[config.mk]
export PLATFORM = sky130hd
export DESIGN_NAME = cv32e40n_apu_req_buffer
export DESIGN_NICKNAME = d
export VERILOG_FILES = /design/src/rtl/cv32e40p_apu_core_pkg.sv /design/src/rtl/cv32e40n_apu_req_fifo.sv /design/src/rtl/cv32e40n_apu_req_buffer.sv
export SDC_FILE = /design/constraint.sdc
export NUM_CORES = 1
export LEC_CHECK = 0
export BUFFER_PORTS_ARGS = -buffer_cell sky130_fd_sc_hd__buf_2
export CAP_MARGIN = 0
export CORE_MARGIN = 1
export CORE_UTILIZATION = 40
export CTS_CLUSTER_DIAMETER = 100
export CTS_CLUSTER_SIZE = 25
export DETAILED_ROUTE_END_ITERATION = 16
export PLACE_DENSITY = 0.58
export SLEW_MARGIN = 20
export SYNTH_ARGS = -nofsm -noshare
export SYNTH_HDL_FRONTEND = slang
export SYNTH_SLANG_ARGS = --single-unit
export TNS_END_PERCENT = 1
[constraint.sdc]
create_clock -name clk_i -period 12.3 [get_ports clk_i]
set_input_delay 1.845 -clock clk_i [delete_from_list [all_inputs] [get_ports clk_i]]
set_output_delay 1.845 -clock clk_i [all_outputs]
set_load 0.005 [all_outputs]
[src/rtl/cv32e40p_apu_core_pkg.sv]
// Shared APU interface constants and the request bundle
// that is queued between the core and the APU.
package cv32e40p_apu_core_pkg;

  localparam int APU_NARGS_CPU    = 3;
  localparam int APU_WOP_CPU      = 6;
  localparam int APU_NDSFLAGS_CPU = 15;
  localparam int APU_NUSFLAGS_CPU = 5;

  typedef struct packed {
    logic [APU_NARGS_CPU-1:0][31:0] operands;
    logic [APU_WOP_CPU-1:0]         op;
    logic [APU_NDSFLAGS_CPU-1:0]    flags;
  } apu_req_t;

endpackage

[src/rtl/cv32e40n_apu_req_fifo.sv]
// In-order FIFO of APU requests; the head entry is always
// visible on rdata.
module cv32e40n_apu_req_fifo
  import cv32e40p_apu_core_pkg::*;
#(
  parameter  int DEPTH = 4,
  localparam int AW    = $clog2(DEPTH),
  localparam int CW    = AW + 1
) (
  input  logic          clk_i,
  input  logic          rst_i,
  input  logic          push,
  input  logic          pop,
  input  apu_req_t      wdata,
  output apu_req_t      rdata,
  output logic          full,
  output logic          empty,
  output logic [CW-1:0] count
);

  apu_req_t      mem [DEPTH];
  logic [AW-1:0] wptr;
  logic [AW-1:0] rptr;
  logic          do_push;
  logic          do_pop;

  assign full    = (count == CW'(DEPTH));
  assign empty   = (count == '0);
  assign do_push = push & ~full;
  assign do_pop  = pop & ~empty;
  assign rdata   = mem[rptr];

  // Storage needs no reset; it is only read when count != 0.
  always_ff @(posedge clk_i) begin
    if (do_push) mem[wptr] <= wdata;
  end

  always_ff @(posedge clk_i or posedge rst_i) begin
    if (rst_i) begin
      wptr  <= '0;
      rptr  <= '0;
      count <= '0;
    end else begin
      if (do_push) wptr <= wptr + AW'(1);
      if (do_pop)  rptr <= rptr + AW'(1);
      unique case ({do_push, do_pop})
        2'b10:   count <= count + CW'(1);
        2'b01:   count <= count - CW'(1);
        default: ;
      endcase
    end
  end

endmodule

[src/rtl/cv32e40n_apu_req_buffer.sv]
// Buffers core APU requests, throttles issue on outstanding
// operations and registers APU responses back to the core.
module cv32e40n_apu_req_buffer
  import cv32e40p_apu_core_pkg::*;
#(
  parameter  int DEPTH           = 4,
  parameter  int MAX_OUTSTANDING = 2,
  localparam int PW = $clog2(DEPTH + MAX_OUTSTANDING + 1)
) (
  input  logic                           clk_i,
  input  logic                           rst_i,
  input  logic                           core_req_i,
  output logic                           core_gnt_o,
  input  logic [APU_NARGS_CPU-1:0][31:0] core_operands_i,
  input  logic [APU_WOP_CPU-1:0]         core_op_i,
  input  logic [APU_NDSFLAGS_CPU-1:0]    core_flags_i,
  output logic                           core_rvalid_o,
  output logic [31:0]                    core_result_o,
  output logic [APU_NUSFLAGS_CPU-1:0]    core_flags_o,
  output logic                           apu_req_o,
  input  logic                           apu_gnt_i,
  output logic [APU_NARGS_CPU-1:0][31:0] apu_operands_o,
  output logic [APU_WOP_CPU-1:0]         apu_op_o,
  output logic [APU_NDSFLAGS_CPU-1:0]    apu_flags_o,
  input  logic                           apu_rvalid_i,
  input  logic [31:0]                    apu_result_i,
  input  logic [APU_NUSFLAGS_CPU-1:0]    apu_flags_i,
  output logic [PW-1:0]                  pending_o,
  output logic                           err_o
);

  localparam int CW = $clog2(DEPTH) + 1;
  localparam int OW = $clog2(MAX_OUTSTANDING + 1);

  apu_req_t      wdata;
  apu_req_t      head;
  logic          full;
  logic          empty;
  logic [CW-1:0] count;
  logic [OW-1:0] outstanding;
  logic          push;
  logic          pop;

  assign wdata = '{operands: core_operands_i,
                   op:       core_op_i,
                   flags:    core_flags_i};

  assign core_gnt_o = ~full;
  assign push       = core_req_i & core_gnt_o;
  assign apu_req_o  = ~empty &
                      (outstanding < OW'(MAX_OUTSTANDING));
  assign pop        = apu_req_o & apu_gnt_i;

  assign apu_operands_o = head.operands;
  assign apu_op_o       = head.op;
  assign apu_flags_o    = head.flags;

  assign pending_o = PW'(count) + PW'(outstanding);

  cv32e40n_apu_req_fifo #(
    .DEPTH (DEPTH)
  ) u_fifo (
    .clk_i (clk_i),
    .rst_i (rst_i),
    .push  (push),
    .pop   (pop),
    .wdata (wdata),
    .rdata (head),
    .full  (full),
    .empty (empty),
    .count (count)
  );

  // A response with nothing in flight is flagged, never underflowed.
  always_ff @(posedge clk_i or posedge rst_i) begin
    if (rst_i) begin
      outstanding <= '0;
      err_o       <= 1'b0;
    end else begin
      unique case ({pop, apu_rvalid_i})
        2'b10: outstanding <= outstanding + OW'(1);
        2'b01: begin
          if (outstanding != '0)
            outstanding <= outstanding - OW'(1);
          else
            err_o <= 1'b1;
        end
        default: ;
      endcase
    end
  end

  always_ff @(posedge clk_i or posedge rst_i) begin
    if (rst_i) begin
      core_rvalid_o <= 1'b0;
      core_result_o <= '0;
      core_flags_o  <= '0;
    end else begin
      core_rvalid_o <= apu_rvalid_i;
      if (apu_rvalid_i) begin
        core_result_o <= apu_result_i;
        core_flags_o  <= apu_flags_i;
      end
    end
  end

endmodule

# Yosys cells after proc, flatten, opt, wreduce, memory -nomap -nowiden
# Memories as Yosys holds them, arrays and structs flattened.
# Index checks and enable logic that the tools add are counted.
dict set report totals {
  ff_bits 48
  n_memories 1
  elab_cells 42
  mem_bits_rw 468
  output_inout_bits 161
}
# memory words width rd rd_ports_with_merged_regs wr line
set mem_list {}
lappend mem_list {u_fifo.mem 4 117 1 0 1 cv32e40n_apu_req_fifo.sv:21} ;# apu_req_t mem [DEPTH];
dict set report classes {
  n_lt_le_gt_ge 1
  n_eq_ne 6
  n_addsub 7
  muxes 5
  bitwise 8
  n_reduce_logical 6
}
# cell count
set ops {}
lappend ops {{$add A2 B1 Y2 const B} 3}
lappend ops {{$pmux W3 S2} 1}
lappend ops {{$reduce_bool A2 Y1} 3}
lappend ops {{$and A1 B1 Y1} 5}
lappend ops {{$eq A2 B1 Y1 const B} 2}
lappend ops {{$eq A2 B2 Y1 const B} 2}
lappend ops {{$pmux W2 S2} 1}
lappend ops {{$reduce_and A2 Y1} 2}
lappend ops {{$add A3 B1 Y3 const B} 1}
lappend ops {{$add A3 B2 Y3} 1}
lappend ops {{$eq A3 B3 Y1 const B} 1}
lappend ops {{$logic_not A3 Y1} 1}
lappend ops {{$not A1 Y1} 3}
lappend ops {{$sub A3 B1 Y3 const B} 1}
lappend ops {{$lt A2 B2 Y1 const B} 1}
lappend ops {{$mux W1} 2}
lappend ops {{$mux W2} 1}
lappend ops {{$ne A2 B2 Y1 const B} 1}
lappend ops {{$sub A2 B1 Y2 const B} 1}

# Longest topological paths before layout
# Gate-level depths: netlist of run 1.
dict set report logic_depth {
  ltp_word 7
  mapped_depth 9
}

# Hierarchy
# From an unflattened synthesis of run 1, not the netlist that was laid out.
dict set report hier_totals {
  cells_unflattened 748
  hier_area_um2 19008.2
}
# module n_inst cells_per_inst area_per_inst_um2
set modules_own_cells {}
lappend modules_own_cells {cv32e40n_apu_req_fifo 1 649 17406.7}
lappend modules_own_cells {cv32e40n_apu_req_buffer 1 99 1601.5}

# Least setup slack after synthesis of run 1
# Ideal clock, no wire load.
dict set report synth_timing {
  path_type {input to register}
  startpoint {input port core_req_i}
  endpoint {memory u_fifo.mem[0][0] (netlist name) (enable)}
  n_path_buf 0
  slack_ns 7.216
  stages 1
  t_arrival_ns 4.594
  setup_ns 0.490
  path_cell_list {and3_1}
}
dict set report synth_between {
  elab_chain_cells 4
}
# item line
set synth_lines {}
lappend synth_lines {{start: declaration} cv32e40n_apu_req_buffer.sv:12} ;# input logic core_req_i,
lappend synth_lines {{$and A1 B1 Y1} cv32e40n_apu_req_buffer.sv:49} ;# assign push = core_req_i & core_gnt_o;
lappend synth_lines {{$and A1 B1 Y1} cv32e40n_apu_req_fifo.sv:29} ;# assign do_push = push & ~full;
lappend synth_lines {{$mux W1} cv32e40n_apu_req_fifo.sv:35} ;# if (do_push) mem[wptr] <= wdata;
lappend synth_lines {{$mux W1 (implied by the code)} cv32e40n_apu_req_fifo.sv:35}
lappend synth_lines {{end: declaration} cv32e40n_apu_req_fifo.sv:21}
# Every way passes these cells.

==> results.md, run 1 <==
- Status: completed
- CTS tree: done
- RSZ-0062 raised after global routing: no
- Post-route ant nets: 0
- Area grow syn2layout: 15.9%
- Pin count of the biggest net entering global routing: 65
- GP Congestion: 0.744
- HP Class: reg -> reg
- Post-route insts no fill: 1703
- CP Capture Type: output pin
- Synthesis Warnings: 0
- Hpwl dp: 22400 um
- R2R setup slack: 9.39 ns
- R2R Path End: u_fifo.mem[1][39]
- WHS Path Cells: 1
- Post-synth ARST share: 9.30%
- Num rows: 79
- Peak VDD IR: 0.137 mV
- Synth Register Bits: 516
- Core Footprint: 0.0465 mm2
- Total number of vias: 8552
- Die Area: 0.0480 mm2
- WL/cell: 21.4 um
- Post-layout min period: 5.83 ns
- Critical Setup Path Class: reg -> out
- Drt total wl: 36500 um
- Initial cell density of the core: 40.6%
- Top Usage Layer GRT: met2
- Seq/Total Area, Yosys: 81.0%
- PD cells: 214 mW/mm2
- Chip height: 219 um
- Total track usage: 15.0%
- H-tree depth: 1
- Filler Cell Count: 3866
- First-pass GRT wire length: 54600 um
- DR iter-0 viols: 453
- Syn Inst Count: 752
- Number of hold violations in the final report: 0
- Final setup fails: 0
- Startpoint types: flop
- Met3 Resource Use GR: 3.62%
- Cells on worst reg2reg path: 3
- Final Cycle Share: 47.4%
- Gr ovfl total: 0
- Pins Over Slew Limit: 0
- WHS Endpoint: err_o
- CTS clk-pin slew, worst paths: 0.10 ns
- Clock latency on the worst-skew pair: 0.58 ns
- Placed cell count: 1654
- Reg-to-Reg Start: u_fifo.count[2]
- Leakage: 0.00757 uW
- Synth Area per Inst: 25.1 um2
- Die width: 219 um
- Worst path required time: 10.45 ns
- Post-synth cell types: 31
- Port Buffers: 319
- Max Cap Viol: 0
- Total power: 4670 uW
- Vias in the first global route: 8997
- Crit Path Max Fanout: 42
- Met1 Use GR: 20.8%
- Setup TNS Final: 0 ns
- CTS sink count: 516
- Post-layout nets: 1240
- Clock tree buffer depth: 3
- FMAX: 172 MHz
- Slew headroom: 31.7%
- CP arrival: 3.98 ns
- Post-Syn Area: 0.0188 mm2
- Post-CTS Setup Repair Bufs: 0
- Met2 global-route usage: 24.4%
- Vias per inst: 5.02
- EDFF count, synth: 468
- Post-CTS Hold Buffers: 0
- Drt drc: 0
- I/O pin cnt: 320
- Top cells by area, synth: edfxtp_1 75%, mux4_2 14%, dfrtp_1 6.4%
- Critical hold path startpoint: err_o
- Skew final: 0.0336 ns
- Cell taking the most area after synthesis: edfxtp_1
- Initial antenna violation count: 6
- Total CTS buffers: 24
- Ys flop type: edfxtp_1
- CTS root buf: clkbuf_16
- Synth top area share: 74.6%
- Cts repair resizes: 0
- Layout cells sized above 1: 47.4%
- Worst-Margin Slew: 1.02 ns
- Syn Nets: 919
- First-pass DRT Iterations: 6
cells in the final DEF, fill, tap and decap left out, types with 2 or more instances in the layout:
cell         n
xnor2_1      5
dfrtp_4      2
ha_1         6
inv_1       10
nor2b_1      2
clkbuf_16   24
edfxtp_1   468
xor2_1       2
nor2_1       3
clkbuf_1    18
mux4_2     117
and3_4       4
buf_2      319
dfrtp_1     46
diode_2      5
nand2_1      2
fa_1         2
mux2_2      37
buf_4        7
sequential cells by signal (all words and copies together) (netlist names):
register and flops:
core_rvalid_o 1, u_fifo.mem 468, outstanding 2, u_fifo.rptr 2, err_o 1, core_flags_o 5, u_fifo.count 3, core_result_o 32
u_fifo.wptr 2
metal layers:
metal	share of wire [%]	up-vias	wire length, um
li1	-	3782	-
met1	43	4462	15800
met2	48	257	17600
met3	7.0	43	2550
met4	1.4	8	496
met5	0.16	-	58
critical path, stage by stage (launching register included):
cell     delay (ns)
dfrtp_4        0.94
buf_4          0.76
buf_4          0.77
mux4_2         0.64
buf_2          0.15
through the flow:
step	instance area (um2)	hold slack [ns]	worst slack (ns)	utilization (%)
2_1_floorplan	18800	0.466	7.22	-
5_1_grt	21800	0.504	6.07	47.0
3_5_place_dp	21100	0.465	6.89	45.5
3_3_place_gp	21100	0.461	6.92	45.5
4_1_cts	21800	0.490	6.23	47.0
6_report	21800	0.482	6.47	47.0
worst max-delay path by stage:
stage,start,endpoint,slack (ns)
final,u_fifo.rptr[0],apu_operands_o[16],6.47
after CTS,u_fifo.rptr[0],apu_operands_o[16],6.23
after floorplan,core_req_i,u_fifo.mem[0][0],7.22
after global placement,u_fifo.rptr[0],apu_operands_o[16],6.92
after global routing,u_fifo.rptr[0],apu_operands_o[16],6.07
after detailed placement,u_fifo.rptr[0],apu_operands_o[16],6.89
where the power goes:
part / internal (uW) / total, uW / switching (uW) / leakage [uW]
logic: 668 / 1330 / 664 / 0.00239
registers: 2290 / 2450 / 160 / 0.00485
clock network: 377 / 890 / 513 / 0.000330
total: 3330 / 4670 / 1340 / 0.00757
final cells by class:
type | count | area [um2] | area share [%]
antenna | 5 | 12.5 | 0.0573
clock buffer | 42 | 668 | 3.06
clock inverter | 2 | 27.5 | 0.126
inverter | 11 | 42.5 | 0.195
multi-input combinational | 194 | 3420 | 15.7
sequential | 516 | 15300 | 69.9
tap | 607 | 759 | 3.48
timing repair buffer | 326 | 1650 | 7.55
Yosys cell counts (2+ instances only):
cell	count
xor2_1	2
inv_1	11
buf_1	9
dfrtp_1	48
buf_2	19
nor2_1	3
edfxtp_1	468
mux2_2	37
and3_1	4
ha_1	6
nor2b_1	2
mux4_2	117
nand2_1	2
fa_1	2
clkbuf_1	2
xnor2_1	5
logic make-up (layout without fill, tap and decap cells):
| group | Yosys count | count (layout) | share of synthesized area, % |
|---|---|---|---|
| XOR/XNOR | 7 | 7 | 0.325 |
| other | 0 | 5 | 0 |
| AO/OA/AOI/OAI | 5 | 5 | 0.206 |
| multiplexers | 156 | 156 | 16.3 |
| AND/OR/NAND/NOR | 18 | 18 | 0.584 |
| adder cells (fa/ha/maj) | 8 | 8 | 0.611 |
| flip-flops | 516 | 516 | 81.0 |
| buffers and inverters | 42 | 381 | 0.983 |
Note: power is estimated with default switching activity, not from simulation.
==> run 2, diff against run 1 <==
==> constraint.sdc (replaced) <==
create_clock -name clk_i -period 5.5 [get_ports clk_i]
set_input_delay 0.825 -clock clk_i [delete_from_list [all_inputs] [get_ports clk_i]]
set_output_delay 0.825 -clock clk_i [all_outputs]
set_load 0.005 [all_outputs]
==> run 2 against run 1 <==
Effect of this change:
- design area is 0.57% higher
- sequential power is 120% higher
- hold slack worse by 0.096 ns
- global-route usage is 0.14 points higher
- core utilization is 0.27 points higher
==> results.md, run 2 (same netlist as run 1, synthesis figures left out) <==
- PD cells: 482 mW/mm2
- RSZ-0062 raised after global routing: no
- CTS clk-pin slew, worst paths: 0.10 ns
- GP Congestion: 0.743
- Multi-input gate area: 0.00342 mm2
- Cts repair resizes: 0
- Total CTS buffers: 25
- Crit-path max cell delay: 0.87 ns
- Crit Path Max Fanout: 47
- Final Core Density: 47.3%
- First-pass GRT wire length: 55000 um
- First-pass DRT Iterations: 4
- Num rows: 79
- Die Area: 0.0480 mm2
- Gr ovfl total: 0
- Startpoint types: flop
- Pin count of the biggest net entering global routing: 77
- Clock tree buffer depth: 3
- Final setup fails: 0
- Worst-Margin Slew: 0.999 ns
- WP buf/inv: 2
- CTS sink count: 516
- Post-CTS Setup Repair Bufs: 0
- Critical Setup Path Class: reg -> out
- Area grow syn2layout: 16.6%
- CP max stage cell: dfrtp_4
- Initial cell density of the core: 40.6%
- Post-CTS Hold Buffers: 0
- Core Footprint: 0.0465 mm2
- Post-route ant nets: 0
- HP Class: in -> async
- Filler Cell Count: 3895
- Clock latency on the worst-skew pair: 0.57 ns
- CP delay by family, top: flip-flops
- Layout cells sized above 1: 47.5%
- Port Buffers: 319
- Skew final: 0.0294 ns
- Total number of vias: 8564
- CTS tree: done
- Die width: 219 um
- Peak VDD IR: 0.242 mV
- Reg with most FFs: u_fifo.mem
- Commonest non-fill, non-tap cells in the layout: 468 x edfxtp_1, 319 x buf_2, 117 x mux4_2
- Post-layout min period: 3.50 ns
- Vias per inst: 5.03
- CP Capture Type: output pin
- Setup TNS Final: 0 ns
- Post-layout nets: 1242
- CTS root buf: clkbuf_16
- Drt total wl: 36900 um
- I/O pin cnt: 320
- Chip height: 219 um
- Most common cell after layout, fill and taps aside: edfxtp_1
- Initial antenna violation count: 3
- Final Cycle Share: 63.7%
- Vias in the first global route: 8986
- Seq. cell area: 0.0153 mm2
- Pins Over Slew Limit: 0
- Max reg flops: 468
- CP Cell Sequence: buf_12 > mux4_2 > buf_2
- Worst path required time: 4.68 ns
- Max Cap Viol: 0
- Drt drc: 0
- Slew headroom: 33.4%
- Number of hold violations in the final report: 0
- DR iter-0 viols: 532
- WL/cell: 21.7 um
- H-tree depth: 1
- Status: completed
- Leakage: 0.00762 uW
- Total track usage: 15.2%
- FMAX: 285 MHz
- Hpwl dp: 22600 um
- Top flop regs: u_fifo.mem (468), core_result_o (32), core_flags_o (5)
- CP arrival: 2.68 ns
## run 2: cell count changes in the layout (fill, tap and decap cells not counted)
| cell | delta |
|---|---|
| buf_12 | +6 |
| inv_6 | +1 |
| inv_8 | -1 |
| diode_2 | -4 |
| clkinv_16 | +1 |
| buf_4 | -5 |
| clkbuf_16 | +1 |
## run 2: final cells by class
class	count	area share [%]
inverters	11	0.194
multi-input cells	194	15.6
flip-flops and latches	516	69.5
repair buffers	327	7.88
clock buffers	43	3.16
well taps	607	3.46
clock inverters	3	0.251
diodes	1	0.0114
## run 2: metal layers
metal / up-vias / global-route usage [%] / wire length, um
li1: 3786 / - / -
met1: 4468 / 20.9 / 16200
met2: 272 / 24.9 / 17600
met3: 34 / 3.48 / 2640
met4: 4 / 2.96 / 461
met5: - / 0 / 27
## run 2: path summary, 6_finish.rpt
check	startpoint	end	slack (ns)	depth (start not counted)
max	u_fifo.rptr[0]	apu_operands_o[56]	2.00	3
min in group clk_i	core_op_i[5]	u_fifo.mem[0][20]	0.46	1
min reg2reg	err_o	err_o	0.48	1
min	rst_i	core_result_o[17]	0.39	2
max reg2reg	u_fifo.count[2]	u_fifo.mem[2][106]	3.02	3
max in group asynchronous	rst_i	u_fifo.rptr[1]	4.54	2
## run 2: metrics by stage
stage | hold WS, ns | area (um2) | cells | power (uW) | setup WS, ns
after floorplan | 0.466 | 18800 | 752 | 7360 | 1.44
after global placement | 0.454 | 21200 | 1655 | 8710 | 2.54
after detailed placement | 0.465 | 21200 | 1655 | 8740 | 2.54
after CTS | 0.423 | 22000 | 1701 | 10800 | 1.89
after global routing | 0.435 | 22000 | 1701 | 11200 | 1.78
final | 0.387 | 22000 | 1702 | 10600 | 2.00
## run 2: report_power, final
part	switching [uW]	leakage [uW]	internal [uW]
Combinational	1550	0.00242	1530
Clock	1190	0.000352	885
Sequential	317	0.00485	5110
